`config.mk`:
```
export PLATFORM = sky130hd
export DESIGN_NAME = melody_sequencer
export DESIGN_NICKNAME = d
export VERILOG_FILES = /design/src/rtl/melody_sequencer.sv
export SDC_FILE = /design/constraint.sdc
export NUM_CORES = 1
export LEC_CHECK = 0
export ABC_AREA = 0
export BUFFER_PORTS_ARGS = -buffer_cell sky130_fd_sc_hd__buf_2
export CAP_MARGIN = 20
export CELL_PAD_IN_SITES_DETAIL_PLACEMENT = 0
export CELL_PAD_IN_SITES_GLOBAL_PLACEMENT = 1
export CORE_ASPECT_RATIO = 0.6
export CORE_UTILIZATION = 52
export DETAILED_ROUTE_END_ITERATION = 10
export HOLD_SLACK_MARGIN = 0.08
export PLACE_DENSITY_LB_ADDON = 0.1
export SYNTH_ARGS = -nofsm -noshare
export SYNTH_HDL_FRONTEND = slang
export SYNTH_SLANG_ARGS = --single-unit
export TNS_END_PERCENT = 5
```
`constraint.sdc`:
```
create_clock -name CLK_IN -period 4.55 [get_ports CLK_IN]
set_input_delay 0.455 -clock CLK_IN [delete_from_list [all_inputs] [get_ports CLK_IN]]
set_output_delay 0.455 -clock CLK_IN [all_outputs]
set_load 0.02 [all_outputs]
```
`src/rtl/melody_sequencer.sv`:
```
// Piezo melody sequencer: plays a 16-entry note list through a single-voice square-wave divider.
// Optional SEQ_OCTAVE_EN adds OCT_UP, sampled per entry, which raises the pitch one octave.
module melody_sequencer #(
  parameter int unsigned CLK_HZ    = 12000000,
  parameter int unsigned TICK_HZ   = 100,
  parameter int unsigned GAP_TICKS = 2
) (
  input  logic        CLK_IN,
  input  logic        RST,
  input  logic        START,
  input  logic        STOP,
  input  logic        LOOP,
  input  logic        WR_EN,
  input  logic [3:0]  WR_ADDR,
  input  logic [12:0] WR_DATA,
`ifdef SEQ_OCTAVE_EN
  input  logic        OCT_UP,
`endif
  output logic        BZ,
  output logic        BUSY,
  output logic [2:0]  NOTE_IDX,
  output logic [3:0]  PTR,
  output logic        DONE
);

  localparam int unsigned TICK_CYC  = (CLK_HZ / TICK_HZ > 0) ? CLK_HZ / TICK_HZ : 1;
  localparam logic [31:0] TICK_LAST = 32'(TICK_CYC - 1);
  localparam logic [7:0]  GAP_LAST  = 8'(GAP_TICKS - 1);

  function automatic int unsigned hp_of_freq(input int unsigned f);
    int unsigned hp;
    hp = CLK_HZ / (2 * f);
    return (hp == 0) ? 1 : hp;
  endfunction

  localparam int unsigned HP_TAB [8] = '{hp_of_freq(523), hp_of_freq(587), hp_of_freq(659),
                                         hp_of_freq(698), hp_of_freq(783), hp_of_freq(880),
                                         hp_of_freq(987), hp_of_freq(1046)};

  typedef enum logic [1:0] {S_IDLE, S_LOAD, S_PLAY, S_GAP} state_t;

  state_t      state_q, state_d;
  logic [12:0] mem_q [16];
  logic [3:0]  ptr_q, ptr_d;
  logic [31:0] cyc_q, cyc_d;
  logic [7:0]  tick_q, tick_d;
  logic [31:0] phase_q, phase_d;
  logic        bz_q, bz_d;
  logic        done_q, done_d;
  logic [2:0]  note_q, note_d;
  logic        rest_q, rest_d;
  logic [7:0]  dur_q, dur_d;
  logic [31:0] hp_base, hp_cur;

  logic [12:0] entry;
  logic        e_end, e_rest;
  logic [2:0]  e_note;
  logic [7:0]  e_dur;
  logic        tick_wrap, play_done, gap_done, to_adv, to_eol, eol_wrap;

  always_ff @(posedge CLK_IN) begin
    if (WR_EN) mem_q[WR_ADDR] <= WR_DATA;
  end

  assign entry  = mem_q[ptr_q];
  assign e_end  = entry[12];
  assign e_rest = entry[11];
  assign e_note = entry[10:8];
  assign e_dur  = entry[7:0];

  assign hp_base = HP_TAB[note_q];
`ifdef SEQ_OCTAVE_EN
  logic oct_q, oct_d;
  assign hp_cur = (oct_q && hp_base > 32'd1) ? (hp_base >> 1) : hp_base;
`else
  assign hp_cur = hp_base;
`endif

  assign tick_wrap = (cyc_q == TICK_LAST);
  assign play_done = (state_q == S_PLAY) && tick_wrap && (tick_q == dur_q - 8'd1);
  assign gap_done  = (state_q == S_GAP) && tick_wrap && (tick_q == GAP_LAST);
  assign to_adv    = ((state_q == S_LOAD) && !e_end && (e_dur == 8'd0))
                   || (play_done && (GAP_TICKS == 0)) || gap_done;
  // Entry 15 is followed by an implicit END; an END at entry 0 never loops so an empty list halts.
  assign to_eol    = ((state_q == S_LOAD) && e_end) || (to_adv && (ptr_q == 4'd15));
  assign eol_wrap  = LOOP && !((state_q == S_LOAD) && e_end && (ptr_q == 4'd0));

  always_ff @(posedge CLK_IN) begin
    if (RST) state_q <= S_IDLE;
    else     state_q <= state_d;
  end

  always_comb begin
    state_d = state_q;
    case (state_q)
      S_IDLE:  if (START && !STOP) state_d = S_LOAD;
      S_LOAD:  if (!e_end && (e_dur != 8'd0)) state_d = S_PLAY;
      S_PLAY:  if (play_done) state_d = S_GAP;
      default: ;
    endcase
    if (to_eol)      state_d = eol_wrap ? S_LOAD : S_IDLE;
    else if (to_adv) state_d = S_LOAD;
    if (STOP && (state_q != S_IDLE)) state_d = S_IDLE;
  end

  always_comb begin
    ptr_d   = ptr_q;
    cyc_d   = cyc_q;
    tick_d  = tick_q;
    phase_d = phase_q;
    bz_d    = bz_q;
    done_d  = 1'b0;
    note_d  = note_q;
    rest_d  = rest_q;
    dur_d   = dur_q;
`ifdef SEQ_OCTAVE_EN
    oct_d   = oct_q;
`endif
    BUSY     = (state_q != S_IDLE);
    NOTE_IDX = (state_q == S_PLAY) ? note_q : 3'd0;
    case (state_q)
      S_IDLE: begin
        bz_d = 1'b0;
        if (START && !STOP) ptr_d = 4'd0;
      end
      S_LOAD: begin
        cyc_d   = '0;
        tick_d  = '0;
        phase_d = '0;
        bz_d    = 1'b0;
        if (!e_end && (e_dur != 8'd0)) begin
          note_d = e_note;
          rest_d = e_rest;
          dur_d  = e_dur;
`ifdef SEQ_OCTAVE_EN
          oct_d  = OCT_UP;
`endif
        end
      end
      default: begin
        cyc_d  = tick_wrap ? '0 : cyc_q + 32'd1;
        tick_d = tick_wrap ? tick_q + 8'd1 : tick_q;
        if (state_q == S_GAP) begin
          bz_d = 1'b0;
        end else if (!rest_q) begin
          if (phase_q == hp_cur - 32'd1) begin
            phase_d = '0;
            bz_d    = ~bz_q;
          end else begin
            phase_d = phase_q + 32'd1;
          end
        end
        if (play_done) begin
          cyc_d  = '0;
          tick_d = '0;
          bz_d   = 1'b0;
        end
      end
    endcase
    if (to_eol) begin
      ptr_d  = 4'd0;
      done_d = !eol_wrap;
    end else if (to_adv) begin
      ptr_d = ptr_q + 4'd1;
    end
    if (STOP && (state_q != S_IDLE)) begin
      ptr_d  = 4'd0;
      bz_d   = 1'b0;
      done_d = 1'b0;
    end
  end

  always_ff @(posedge CLK_IN) begin
    if (RST) begin
      ptr_q   <= '0;
      cyc_q   <= '0;
      tick_q  <= '0;
      phase_q <= '0;
      bz_q    <= 1'b0;
      done_q  <= 1'b0;
      note_q  <= '0;
      rest_q  <= 1'b0;
      dur_q   <= '0;
`ifdef SEQ_OCTAVE_EN
      oct_q   <= 1'b0;
`endif
    end else begin
      ptr_q   <= ptr_d;
      cyc_q   <= cyc_d;
      tick_q  <= tick_d;
      phase_q <= phase_d;
      bz_q    <= bz_d;
      done_q  <= done_d;
      note_q  <= note_d;
      rest_q  <= rest_d;
      dur_q   <= dur_d;
`ifdef SEQ_OCTAVE_EN
      oct_q   <= oct_d;
`endif
    end
  end

  assign BZ   = bz_q;
  assign PTR  = ptr_q;
  assign DONE = done_q;

endmodule

```
==> results of run 1 <==
==> power breakdown <==
part / internal [W] / switching, W / total [W]
Combinational: 0.000125 / 0.000257 / 0.000382
Clock: 0.00132 / 0.00101 / 0.00233
Sequential: 0.00301 / 0.0000415 / 0.00305
Total: 0.00445 / 0.00131 / 0.00576
==> how the worst max path moves through the flow <==
| stage | depth (start not counted) | start | to |
|---|---|---|---|
| floorplan | 15 | note_q[0] | phase_q[12] |
| global placement | 12 | note_q[0] | phase_q[19] |
| detailed placement | 12 | note_q[0] | phase_q[19] |
| global route | 12 | note_q[0] | phase_q[19] |
| CTS | 12 | note_q[0] | phase_q[19] |
| finish | 10 | note_q[0] | phase_q[19] |
==> flip-flops by register name (all words and copies together) (netlist names), named ones only <==
register	cells
mem_q	208
cyc_q	32
phase_q	32
dur_q	8
tick_q	8
PTR	4
note_q	3
state_q	2
BZ	1
DONE	1
rest_q	1
==> final cells by class <==
cell class                 count  share of cell area, %
sequential                   304                  54.97
multi-input combinational    643                  32.99
clock buffer                  31                  4.646
tap                          322                  2.710
timing repair buffer          63                  2.643
clock inverter                19                  1.380
inverter                      26                 0.6565
==> logic make-up (layout without fill, tap and decap cells) <==
logic type      Yosys count  in the layout
mux                      76             76
compound gates          142            142
fa+ha+maj                19             19
xor+xnor                 60             60
buf+inv                  68            139
simple gates            346            346
flops                   304            304
==> stage by stage <==
| step | util (%) | power (W) |
|---|---|---|
| final | 60.28 | 0.005757 |
| after global routing | 60.28 | 0.005963 |
| after CTS | 60.28 | 0.005797 |
| after detailed placement | 56.65 | 0.003484 |
| after global placement | 56.65 | 0.003478 |
| after floorplan | - | 0.003340 |
==> cells in the mapped netlist (all sizes together) (5+ instances only) <==
library cell and n:
mux4 53, a22oi 10, and3b 6, a31oi 15, edfxtp 208, nor2b 10
nand3 41, o21ai 38, dfxtp 96, nand2 58, nand3b 10, o31ai 5
nor4b 5, and2 9, or3 10, xor2 30, nand4 14, nor2 84
nor3 18, a221oi 6, mux2i 23, nor4 20, clkbuf 28, ha 19
buf 14, nor3b 6, a21oi 42, xnor2 30, or2 5, inv 24
nand2b 17, or3b 5, and3 19
==> per-layer routing <==
layer	track usage, %	routed length [um]	vias up	share of wire, %
li1	-	-	3954	-
met2	31.80	12130	310	39
met1	41.14	15710	4198	51
met3	4.539	2658	29	8.6
met5	0	13	-	0.042
met4	3.633	340	2	1.1
==> impl_metrics.py, run 1 <==
metrics = {
    "sta": {
        "post-route-min-period_ps": 3858,
        "rsz0062_at_grt": "false",
        "setup_viol": 0,
        "worst_pin_slew_ps": 908.5,
        "fin_skew_ps": 7.773,
        "slew_viol_final": 0,
        "worst_slack_ps": 692.3,
        "clock.fmax_ghz": 0.2592,
        "setup_tns_ps": 0,
        "holdWs_ps": 175.9,
        "finalHoldViolCount": 0,
        "min_period_over_period_pct": 84.79,
        "slew_headroom_pct": 39.44,
    },
    "yosys": {
        "yosys.area_share.adder_pct": 1.782,
        "synth_mux_area_share_pct": 10.67,
        "synth-compound-area-share_pct": 6.585,
        "synth_ff_type": "edfxtp_1",
        "avgSynthCellArea_um2": 13.14,
        "yosys.area.top_type": "edfxtp_1",
        "synthArstFlopShare_pct": 0,
        "syn_inst": 1015,
        "synth_area_um2": 13340,
        "synth_edf_count": 208,
        "yosys_warnings": 0,
        "synth_seq_cells": 304,
        "synth.top_cell.area_share_pct": 46.82,
        "seq_area_frac_synth_pct": 61.23,
        "synth_xor_area_share_pct": 3.940,
        "synth.area.top_cells": "edfxtp_1 47%, dfxtp_1 14%, mux4_2 8.9%",
        "synthSimpleGateAreaFrac_pct": 13.64,
        "synth_cell_types": 58,
        "syn_nets": 1057,
        "synth_top_family_by_area": "simple AND/OR/NAND/NOR gates",
    },
    "global_route": {
        "overflow": 0,
        "antenna_found_initial": 1,
        "grt_pass1_vias": 7889,
        "track_usage_pct": 24.15,
        "grt_pass1_wl_mm": 47.80,
        "grt_max_degree": 32,
    },
    "min_path": {
        "hp-start": "STOP",
        "hp-class": "primary input to flip-flop",
        "holdPathEnd": "DONE",
        "holdPathStages": 2,
    },
    "setup_path": {
        "end_kind": "flip-flop",
        "worst-path-buf-inv": 1,
        "reg2reg_to": "phase_q[19]",
        "cp-start-kind": "flip-flop",
        "r2r_slack_ps": 690,
        "cpLargestDelayFamily": "compound AO/OA/AOI/OAI gates",
        "cp_cell_sequence": "inv_1 > ha_1 > and3b_1 > o2111ai_1 > o31ai_1 > xnor2_1 > or4_1 > o21a_1 > a41oi_1 > a31oi_1",
        "timing.rr.start": "note_q[0]",
        "r2r_cells": 10,
        "max_stage_delay_ps": 650,
        "critPathArrivalTime_ps": 4260,
        "worstPathRequired_ps": 4950,
        "worstSetupPathType": "flip-flop to flip-flop",
        "critPathMaxFanout": 26,
        "slowest_stage": "dfxtp_1",
    },
    "floorplanning": {
        "core-area_um2": 24660,
        "row_count": 44,
        "initial_core_util_pct": 54.08,
        "io_pins": 33,
        "die_width_um": 208.8,
        "die_h_um": 126.1,
        "dieArea_um2": 26320,
    },
    "detailed_routing": {
        "route.vias.total": 8493,
        "routed_wl_mm": 30.86,
        "dr.first_iter.drc_count": 940,
        "drt_pass1_iterations": 5,
        "drcViolationCount": 0,
        "viasPerCell": 6.032,
        "drtAntennaViolNets": 0,
        "wl_per_cell_um": 21.91,
    },
    "clocking": {
        "hold_buffers": 0,
        "cts_max_level": 1,
        "cts_setup_buffers": 0,
        "root_buffer": "clkbuf_16",
        "clock-sinks": 304,
        "clock_path_buffers": 3,
        "cts_tree": "done",
        "clock_latency_ps": 550,
        "ctsResizeCount": 0,
        "numCtsBuffers": 27,
        "cts.clk_slew.worst_paths_ps": 70,
    },
    "cells_and_area": {
        "diodes": 0,
        "layout.nets": 1107,
        "final_cell_mix": "208 x edfxtp_1, 94 x dfxtp_1, 84 x nor2_1, 58 x nand2_1, 53 x mux4_2",
        "final_common_cell": "edfxtp_1",
        "final_cells": 1408,
        "multi_input_area_um2": 4905,
        "area_growth_pct": 11.45,
        "fill_cells": 1968,
        "final-seq-area_um2": 8173,
        "drive_above_1_share_pct": 16.39,
        "final_area_um2": 14870,
    },
    "run": {
        "cap_violations": 0,
    },
    "placement": {
        "placedCellCount": 1358,
        "placement.io_buffers": 32,
        "placed_area_um2": 13970,
        "dp_hpwl_mm": 20.63,
        "place_congestion": 0.8000,
        "dpl_worst_slack_ps": 752.2,
    },
    "power": {
        "power_density_nw_per_um2": 387.2,
        "peakVddDrop_mv": 0.2984,
        "p_leak_nw": 4.935,
    },
    "status": {
        "status": "complete, no violations",
    },
}
Note: power is estimated with default switching activity, not from simulation.
==> inputs of run 2 (changes only) <==
- CORE_UTILIZATION: 52 -> 47
- clock period: 4.55 -> 3.1 ns (I/O delays scaled with it)
==> impl_metrics.py, run 2 (synthesis results as in run 1) <==
metrics = {
    "clocking": {
        "root_buffer": "clkbuf_16",
        "cts_tree": "done",
        "cts.clk_slew.worst_paths_ps": 70,
        "numCtsBuffers": 29,
        "clock_path_buffers": 3,
        "clock-sinks": 304,
        "clock_latency_ps": 570,
        "cts_max_level": 1,
    },
    "cells_and_area": {
        "largest_register_ffs": 208,
        "fill_cells": 2296,
        "reg.largest.list": "mem_q x208, cyc_q x32, phase_q x32",
        "final_cell_mix": "208 x edfxtp_1, 92 x dfxtp_1, 84 x nor2_1, 75 x buf_4, 57 x nand2_1",
        "final_cells": 1514,
        "layout.nets": 1166,
        "final_common_cell": "edfxtp_1",
        "drive_above_1_share_pct": 23.02,
        "multi_input_area_um2": 5020,
        "area_growth_pct": 18.03,
        "diodes": 0,
        "final-seq-area_um2": 8175,
        "regMostFlops": "mem_q",
    },
    "min_path": {
        "hp-class": "primary input to flip-flop",
        "holdPathStages": 4,
    },
    "floorplanning": {
        "row_count": 47,
        "core-area_um2": 27700,
        "initial_core_util_pct": 48.16,
        "io_pins": 33,
        "dieArea_um2": 29080,
        "die_width_um": 219.5,
        "die_h_um": 132.5,
    },
    "global_route": {
        "top_usage_layer": "met1",
        "antenna_found_initial": 1,
        "grt_pass1_vias": 8066,
        "track_usage_pct": 22.62,
        "grt_pass1_wl_mm": 49.18,
        "met1_usage_pct": 39.59,
        "grt_max_degree": 51,
        "overflow": 0,
        "use_met2_pct": 28.41,
        "grt.met3_usage_pct": 3.954,
    },
    "sta": {
        "worst_pin_slew_ps": 884.1,
        "slew_headroom_pct": 41.06,
        "finalHoldViolCount": 0,
        "rsz0062_at_grt": "true",
        "setup_viol": 0,
        "clock.fmax_ghz": 0.3269,
        "setup_tns_ps": 0,
        "min_period_over_period_pct": 98.69,
        "post-route-min-period_ps": 3059,
        "slew_viol_final": 0,
        "fin_skew_ps": 16.48,
    },
    "placement": {
        "place_congestion": 0.8015,
        "placedCellCount": 1451,
        "placement.io_buffers": 32,
        "dp_hpwl_mm": 22.06,
    },
    "detailed_routing": {
        "route.vias.total": 8709,
        "drcViolationCount": 0,
        "drt_pass1_iterations": 6,
        "dr.first_iter.drc_count": 938,
        "wl_per_cell_um": 21.34,
        "drtAntennaViolNets": 0,
        "viasPerCell": 5.752,
        "routed_wl_mm": 32.30,
    },
    "run": {
        "cap_violations": 0,
    },
    "power": {
        "p_leak_nw": 5.351,
        "power_density_nw_per_um2": 565.3,
        "pwr-share-comb_pct": 7.0,
        "internal_power_w": 0.006853,
        "pwr-share-seq_pct": 50.2,
        "peakVddDrop_mv": 0.4748,
        "netSwitchingFraction_pct": 23.00,
        "p_clk_share_pct": 42.8,
        "p_sw_w": 0.002047,
    },
    "setup_path": {
        "cp-start-kind": "flip-flop",
        "r2r_cells": 9,
        "critPathMaxFanout": 9,
        "critPathArrivalTime_ps": 3530,
        "end_kind": "flip-flop",
        "worstSetupPathType": "flip-flop to flip-flop",
        "worstPathRequired_ps": 3580,
    },
    "status": {
        "status": "complete, no violations",
    },
}
==> run 2: cell types whose count changed in the layout (fill, tap and decap cells not counted), sizes merged <==
cell,delta
clkbuf,-1
inv,+1
clkinv,+2
buf,+56
bufinv,+2
dlygate4sd3,+1
==> run 2: final timing paths <==
| kind | start | endpoint | slack, ps |
|---|---|---|---|
| worst max-delay path | flip-flop | PTR[3] | 40 |
| worst min-delay path | LOOP | DONE | 90 |
| worst max register to register | flip-flop | PTR[3] | 40 |
| worst min register to register | dur_q[5] | dur_q[5] | 500 |
==> run 2: critical path: stages, from the launching register on <==
cell and delay (ps):
dfxtp_4 390, buf_4 160, buf_12 140, mux4_2 500, a22oi_2 200, nand3_2 100
or4_4 540, o41a_1 400, or3_1 320, a31oi_1 210
==> run 2: repair_timing <==
action / CTS / global route
pin swaps: 2 / 14
hold endpoints to repair: 1 / 0
cloned: 0 / 0
endpoints found under the setup margin: 7 / 46
buffers inserted: 3 / 6
hold buffers: 1 / 0
resized for setup: 1 / 23
==> run 2: area by class of cell <==
| cell class | count | share of cell area (%) |
|---|---|---|
| timing repair buffer | 120 | 6.183 |
| sequential | 304 | 51.93 |
| tap | 367 | 2.917 |
| inverter | 26 | 0.6437 |
| clock buffer | 30 | 4.633 |
| multi-input combinational | 643 | 31.88 |
| clock inverter | 24 | 1.812 |
==> run 2: layer usage <==
layer | vias to the layer above | share of wire (%)
met1 | 4322 | 53
met3 | 41 | 7.4
met4 | 2 | 1.6
li1 | 4082 | -
met5 | - | 0.040
met2 | 262 | 38
==> run 2: per-stage QoR <==
step	util (%)	hold WS [ps]	cell area, um2	worst slack (ps)	total power, W
floorplan	-	408.9	13370	21.86	0.004908
global placement	52.45	481.2	14530	1.028	0.005159
detailed placement	52.45	485.3	14530	-53.83	0.005164
CTS	56.29	96.04	15590	-31.26	0.008952
global route	56.84	92.46	15740	-72.89	0.009189
finish	56.84	87.04	15740	40.72	0.008901
==> run 2: power groups by stage <==
stage               sequential, W  combinational (W)  clock [W]
finish                    0.00447           0.000624    0.00381
global route              0.00447           0.000689    0.00403
CTS                       0.00447           0.000614    0.00387
detailed placement        0.00455           0.000610          0
global placement          0.00455           0.000607          0
floorplan                 0.00454           0.000369          0
